File: src/rtl/imem_uart_loader.sv
// imem_uart_loader: boot-time UART (8N1) loader for the instruction memory.
// Receives a 16-bit little-endian word count followed by that many 32-bit
// little-endian words, writes them to instruction memory from word 0 upward,
// and holds the core in reset until the last word is written.
// Ports:
//   clk, reset_n          system clock, asynchronous active-low reset
//   uart_rx               serial input, idle high
//   boot_skip             sampled in IDLE; 1 skips the load entirely
//   imem_we/addr/wdata    instruction-memory write port
//   cpu_reset_n           registered active-low reset to the core
//   busy, done, error     load status; done and error are sticky
module imem_uart_loader #(
    parameter int CLKS_PER_BIT = 868,
    parameter int ADDR_WIDTH   = 10,
    parameter int DATA_WIDTH   = 32
) (
    input  logic                  clk,
    input  logic                  reset_n,
    input  logic                  uart_rx,
    input  logic                  boot_skip,
    output logic                  imem_we,
    output logic [ADDR_WIDTH-1:0] imem_addr,
    output logic [DATA_WIDTH-1:0] imem_wdata,
    output logic                  cpu_reset_n,
    output logic                  busy,
    output logic                  done,
    output logic                  error
);
    localparam int CW = $clog2(CLKS_PER_BIT);
    localparam logic [CW-1:0] HALF = CW'(CLKS_PER_BIT / 2 - 1);
    localparam logic [CW-1:0] FULL = CW'(CLKS_PER_BIT - 1);
    localparam logic [16:0] MAX_WORDS = 17'(2 ** ADDR_WIDTH);

    typedef enum logic [1:0] {R_IDLE, R_START, R_DATA, R_STOP} rx_state_t;
    typedef enum logic [2:0] {S_IDLE, S_LEN_LO, S_LEN_HI, S_DATA, S_WRITE, S_DONE, S_ERROR} state_t;

    rx_state_t       rx_st_q;
    logic            rx_meta_q, rx_sync_q, rx_prev_q;
    logic [CW-1:0]   cnt_q;
    logic [2:0]      bit_q;
    logic [7:0]      shift_q;
    logic            byte_valid_q, frame_err_q;

    state_t                st_q;
    logic [15:0]           len_q;
    logic [ADDR_WIDTH:0]   idx_q;
    logic [1:0]            lane_q;
    logic [23:0]           word_q;
    logic                  we_q, crn_q, busy_q, done_q, err_q;
    logic [ADDR_WIDTH-1:0] addr_q;
    logic [DATA_WIDTH-1:0] wdata_q;
    logic [15:0]           len_full;

    assign len_full    = {shift_q, len_q[7:0]};
    assign imem_we     = we_q;
    assign imem_addr   = addr_q;
    assign imem_wdata  = wdata_q;
    assign cpu_reset_n = crn_q;
    assign busy        = busy_q;
    assign done        = done_q;
    assign error       = err_q;

    // UART receiver; shift_q holds the received byte while byte_valid_q pulses
    always_ff @(posedge clk or negedge reset_n) begin
        if (!reset_n) begin
            rx_meta_q    <= 1'b1;
            rx_sync_q    <= 1'b1;
            rx_prev_q    <= 1'b1;
            rx_st_q      <= R_IDLE;
            cnt_q        <= '0;
            bit_q        <= '0;
            shift_q      <= '0;
            byte_valid_q <= 1'b0;
            frame_err_q  <= 1'b0;
        end else begin
            rx_meta_q    <= uart_rx;
            rx_sync_q    <= rx_meta_q;
            rx_prev_q    <= rx_sync_q;
            byte_valid_q <= 1'b0;
            frame_err_q  <= 1'b0;
            case (rx_st_q)
                R_IDLE: if (rx_prev_q && !rx_sync_q) begin
                    rx_st_q <= R_START;
                    cnt_q   <= '0;
                end
                R_START: if (cnt_q == HALF) begin
                    // line back high at mid start bit: glitch, drop silently
                    rx_st_q <= rx_sync_q ? R_IDLE : R_DATA;
                    cnt_q   <= '0;
                    bit_q   <= '0;
                end else cnt_q <= cnt_q + 1'b1;
                R_DATA: if (cnt_q == FULL) begin
                    cnt_q   <= '0;
                    shift_q <= {rx_sync_q, shift_q[7:1]};
                    bit_q   <= bit_q + 1'b1;
                    if (bit_q == 3'd7) rx_st_q <= R_STOP;
                end else cnt_q <= cnt_q + 1'b1;
                R_STOP: if (cnt_q == FULL) begin
                    cnt_q        <= '0;
                    byte_valid_q <= rx_sync_q;
                    frame_err_q  <= !rx_sync_q;
                    rx_st_q      <= R_IDLE;
                end else cnt_q <= cnt_q + 1'b1;
                default: rx_st_q <= R_IDLE;
            endcase
        end
    end

    // Loader FSM with registered outputs
    always_ff @(posedge clk or negedge reset_n) begin
        if (!reset_n) begin
            st_q    <= S_IDLE;
            len_q   <= '0;
            idx_q   <= '0;
            lane_q  <= '0;
            word_q  <= '0;
            we_q    <= 1'b0;
            addr_q  <= '0;
            wdata_q <= '0;
            crn_q   <= 1'b0;
            busy_q  <= 1'b0;
            done_q  <= 1'b0;
            err_q   <= 1'b0;
        end else begin
            we_q <= 1'b0;
            if (frame_err_q && (st_q == S_LEN_LO || st_q == S_LEN_HI || st_q == S_DATA)) begin
                st_q   <= S_ERROR;
                busy_q <= 1'b0;
                err_q  <= 1'b1;
            end else begin
                case (st_q)
                    S_IDLE: begin
                        st_q   <= boot_skip ? S_DONE : S_LEN_LO;
                        busy_q <= !boot_skip;
                        done_q <= boot_skip;
                    end
                    S_LEN_LO: if (byte_valid_q) begin
                        len_q[7:0] <= shift_q;
                        st_q       <= S_LEN_HI;
                    end
                    S_LEN_HI: if (byte_valid_q) begin
                        len_q[15:8] <= shift_q;
                        idx_q       <= '0;
                        lane_q      <= '0;
                        if (len_full == 16'd0) begin
                            st_q   <= S_DONE;
                            busy_q <= 1'b0;
                            done_q <= 1'b1;
                        end else if (17'(len_full) > MAX_WORDS) begin
                            st_q   <= S_ERROR;
                            busy_q <= 1'b0;
                            err_q  <= 1'b1;
                        end else st_q <= S_DATA;
                    end
                    S_DATA: if (byte_valid_q) begin
                        // lanes 0..2 shift in from the top so byte0 lands in [7:0]
                        lane_q <= lane_q + 1'b1;
                        if (lane_q == 2'd3) begin
                            we_q    <= 1'b1;
                            addr_q  <= idx_q[ADDR_WIDTH-1:0];
                            wdata_q <= {shift_q, word_q};
                            st_q    <= S_WRITE;
                        end else word_q <= {shift_q, word_q[23:8]};
                    end
                    S_WRITE: begin
                        idx_q  <= idx_q + 1'b1;
                        lane_q <= '0;
                        if (17'(idx_q) + 17'd1 == 17'(len_q)) begin
                            st_q   <= S_DONE;
                            busy_q <= 1'b0;
                            done_q <= 1'b1;
                        end else st_q <= S_DATA;
                    end
                    S_DONE: crn_q <= 1'b1;
                    default: ;
                endcase
            end
        end
    end
endmodule
File: config.mk
export PLATFORM = sky130hd
export DESIGN_NAME = imem_uart_loader
export DESIGN_NICKNAME = d
export VERILOG_FILES = /design/src/rtl/imem_uart_loader.sv
export SDC_FILE = /design/constraint.sdc
export NUM_CORES = 1
export LEC_CHECK = 0
export ABC_AREA = 1
export BUFFER_PORTS_ARGS = -buffer_cell sky130_fd_sc_hd__buf_2
export CORE_ASPECT_RATIO = 1.75
export CORE_MARGIN = 4
export CORE_UTILIZATION = 40
export CTS_BUF_LIST = sky130_fd_sc_hd__clkbuf_8 sky130_fd_sc_hd__clkbuf_16
export DETAILED_ROUTE_END_ITERATION = 6
export SETUP_SLACK_MARGIN = 0.5
export SYNTH_ARGS = -nofsm -noshare
export SYNTH_HDL_FRONTEND = slang
export SYNTH_SLANG_ARGS = --single-unit
File: constraint.sdc
create_clock -name clk -period 2.15 [get_ports clk]
set_clock_uncertainty 0.05 [all_clocks]
set_input_delay 0.43 -clock clk [delete_from_list [all_inputs] [get_ports clk]]
set_output_delay 0.43 -clock clk [all_outputs]
set_load 0.01 [all_outputs]
==> results.ini <==
[logic_synthesis]
synth_cells=681
yosysSeqAreaShare_pct=55.3
ys_warn_count=0
synth-seq-cells=131
syn_area_per_cell_sq_um=8.71
syn-num-nets=691
synth_cell_types=37
syn_area_sq_um=5930

[floorplanning]
ios=51
dieHeight_microns=169
core-area_sq_um=14400
placementRows=58
start_util_pct=41.1
die_area_sq_um=16900
die_w_microns=100

[clocking]
clk_pin_slew_ps=70
cts_root_buf=clkbuf_16
cts_tree=built
cts_sinks=131
clk_path_buf_depth=2
holdBufCountCts=0
insertion_delay_ps=420
cts_max_level=4
cts_buffers=17

[sta]
hold_ws_ps=25.2
timing.setup.tns_ps=0
slew_violations=0
fin_crit_sh_pct=86.2
final-hold-violation-count=0
tightest_slew_ps=746
setup_viol_count_final=0
rsz0062_at_grt=yes
post-route-min-period_ps=1850
max_freq_mhz=540
slew_headroom_pct=50.3

[worst_setup_path]
cp-end-kind=register
reg2regPathDepth=12
cp.required_ps=2410
cp.arrival_ps=2120
crit_type=register to register
critPathMaxFanout=6
critPathLaunchType=register

[global_route]
antenna_found_initial=0
grt_pass1_vias=4929
grt_pass1_wl_mm=23.0
grtUsageTotal_pct=17.2
grt_max_degree=132
grt.overflow.total=0

[drt]
route.detailed.drc=0
firstDrtPassIters=5
drt-vias-per-instance=5.15
vias=5110
ant_nets=0
wire_per_inst_microns=16.2
dr.first_iter.drc_count=350
routed_wl_mm=16.1

[final_layout]
fillers=1223
nets=809
num_antenna_cells=0
utilization_pct=56.0
final_layout_size_suffix_gt1_share_pct=33.1
synthToLayoutAreaGrowth_pct=36.4

[power_and_ir_drop]
p_per_area_nw_per_um2=766
leakage_nw=3.76
peakVddDrop_mv=0.829

[place]
numPortBuffers=50
place_congestion=0.873
hpwlAfterDp_mm=9.69

[job]
max_cap_violations=0

[worst_hold_path]
hold_class=primary input to async pin

[status]
status=finished clean

## metrics by stage
step | total power, mW | area, sq um | setup slack (ps) | std cells
finish | 6.19 | 8090 | 298 | 992
global route | 6.44 | 8090 | 154 | 992
CTS | 6.00 | 7300 | 310 | 955
detailed placement | 3.05 | 6500 | 182 | 910
global placement | 3.03 | 6500 | 267 | 910
floorplan | 2.89 | 5960 | 448 | 681
## cell usage in the layout, fill, tap and decap left out, types with 3 or more instances in the layout
cell / netlist / routed
nor2_1: 32 / 21
nand2_4: 0 / 7
clkbuf_16: 0 / 23
nand2_2: 10 / 22
o21ai_4: 0 / 3
xor2_1: 6 / 5
nor2_2: 7 / 9
clkinv_4: 0 / 4
inv_1: 75 / 66
nand3_2: 5 / 8
nand2_1: 187 / 167
inv_6: 0 / 4
inv_4: 0 / 3
ha_4: 0 / 3
ha_1: 6 / 3
o21ai_1: 26 / 44
dfrtp_2: 0 / 8
dfstp_2: 3 / 3
o21ai_2: 2 / 7
buf_2: 4 / 49
nor2_4: 6 / 15
nand4_1: 9 / 9
inv_2: 6 / 11
nand3_4: 0 / 6
buf_12: 0 / 6
nand3_1: 43 / 35
o22ai_1: 6 / 5
buf_4: 5 / 39
inv_8: 0 / 5
buf_6: 2 / 13
o21ai_0: 79 / 53
dfrtp_1: 128 / 120
a21oi_1: 5 / 3
## layout make-up
type / count / area [sq um] / share of cell area [%]
tap: 180 / 225 / 2.78
timing repair buffer: 115 / 985 / 12.2
clock inverter: 15 / 158 / 1.95
clock buffer: 17 / 425 / 5.26
multi-input combinational: 453 / 2690 / 33.2
inverter: 81 / 317 / 3.91
sequential: 131 / 3290 / 40.7
## report_power, final
group          total [mW]  leakage [nW]  internal [mW]  switching (mW)
registers            2.59          1.78           2.53          0.0642
logic               0.788          1.70          0.326           0.462
clock network        2.81         0.284           1.55            1.26
total                6.19          3.76           4.40            1.79
## worst max-delay path, stage by stage, from the launching register on
cell and delay (ps):
dfrtp_1 440, nor2_4 60, inv_4 80, nand2_4 70, nor2_4 220, clkinv_4 120, buf_4 170, nand3_1 90
o21ai_0 150, inv_1 100, nand3_1 80, nand2_1 60, nand2_1 50
## final timing paths
| check | startpoint | to | slack, ps |
|---|---|---|---|
| worst max-delay path | st_q[1]$_DFFE_PN0P_ | busy$_DFFE_PN0P_ | 300 |
| worst min-delay path | reset_n | st_q[1]$_DFFE_PN0P_ | 30 |
| worst max register to register | st_q[1]$_DFFE_PN0P_ | busy$_DFFE_PN0P_ | 300 |
| worst min register to register | rx_meta_q$_DFF_PN1_ | rx_sync_q$_DFF_PN1_ | 310 |
| max in group asynchronous | reset_n | cnt_q[1]$_DFFE_PN0P_ | 1390 |
| min in group clk | uart_rx | rx_meta_q$_DFF_PN1_ | 60 |
## Yosys cell counts (all sizes together)
master | number | area [sq um]
nand3 | 48 | 265
o21bai | 1 | 7.51
dfrtp | 128 | 3200
buf | 11 | 80.1
or2 | 1 | 6.26
nand2 | 197 | 764
a31oi | 2 | 12.5
a21oi | 5 | 25.0
xnor2 | 1 | 8.76
o22ai | 6 | 37.5
a31o | 1 | 8.76
o31ai | 1 | 7.51
nand4 | 10 | 68.8
ha | 6 | 75.1
o21ai | 107 | 543
nor4 | 5 | 61.3
nor3 | 5 | 30.0
xor2 | 6 | 52.6
clkbuf | 7 | 26.3
a22o | 1 | 8.76
inv | 81 | 304
o311ai | 1 | 8.76
nand3b | 2 | 15.0
dfstp | 3 | 78.8
nor2 | 45 | 231
## metal layers
| metal | GRT usage (%) | up-vias | routed length [microns] |
|---|---|---|---|
| li1 | - | 2466 | - |
| met1 | 18.2 | 2514 | 6170 |
| met2 | 32.0 | 96 | 9060 |
| met3 | 3.05 | 34 | 422 |
| met4 | 8.33 | 0 | 422 |
| met5 | 0 | - | 0 |
## logic make-up (layout without fill, tap and decap cells)
kind of cell | count (synthesis) | in the layout | share of synthesized area [%]
adder cells (fa/ha/maj) | 6 | 6 | 1.27
XOR/XNOR | 7 | 7 | 1.03
AO/OA/AOI/OAI | 125 | 125 | 11.1
flip-flops | 131 | 131 | 55.3
AND/OR/NAND/NOR | 313 | 315 | 24.3
buffers and inverters | 99 | 228 | 6.92
## state kept, by name, indices dropped and copies added, names as in the netlist, named ones only
name and flops:
bit_q 3, imem_we 1, rx_sync_q 1, error 1
cpu_reset_n 1, len_q 16, imem_wdata 32, st_q 3
rx_meta_q 1, shift_q 8, rx_st_q 1, frame_err_q 1
cnt_q 10, idx_q 11, lane_q 2, busy 1
byte_valid_q 1, done 1, rx_prev_q 1, imem_addr 10
word_q 24
## repair_timing
action                     CTS  global route
cloned                       0            12
gates resized for setup     31           124
pin swaps                    8            27
setup endpoints to repair  105           122
setup buffers               13            25
No activity file was read; power rests on OpenSTA's default activity.
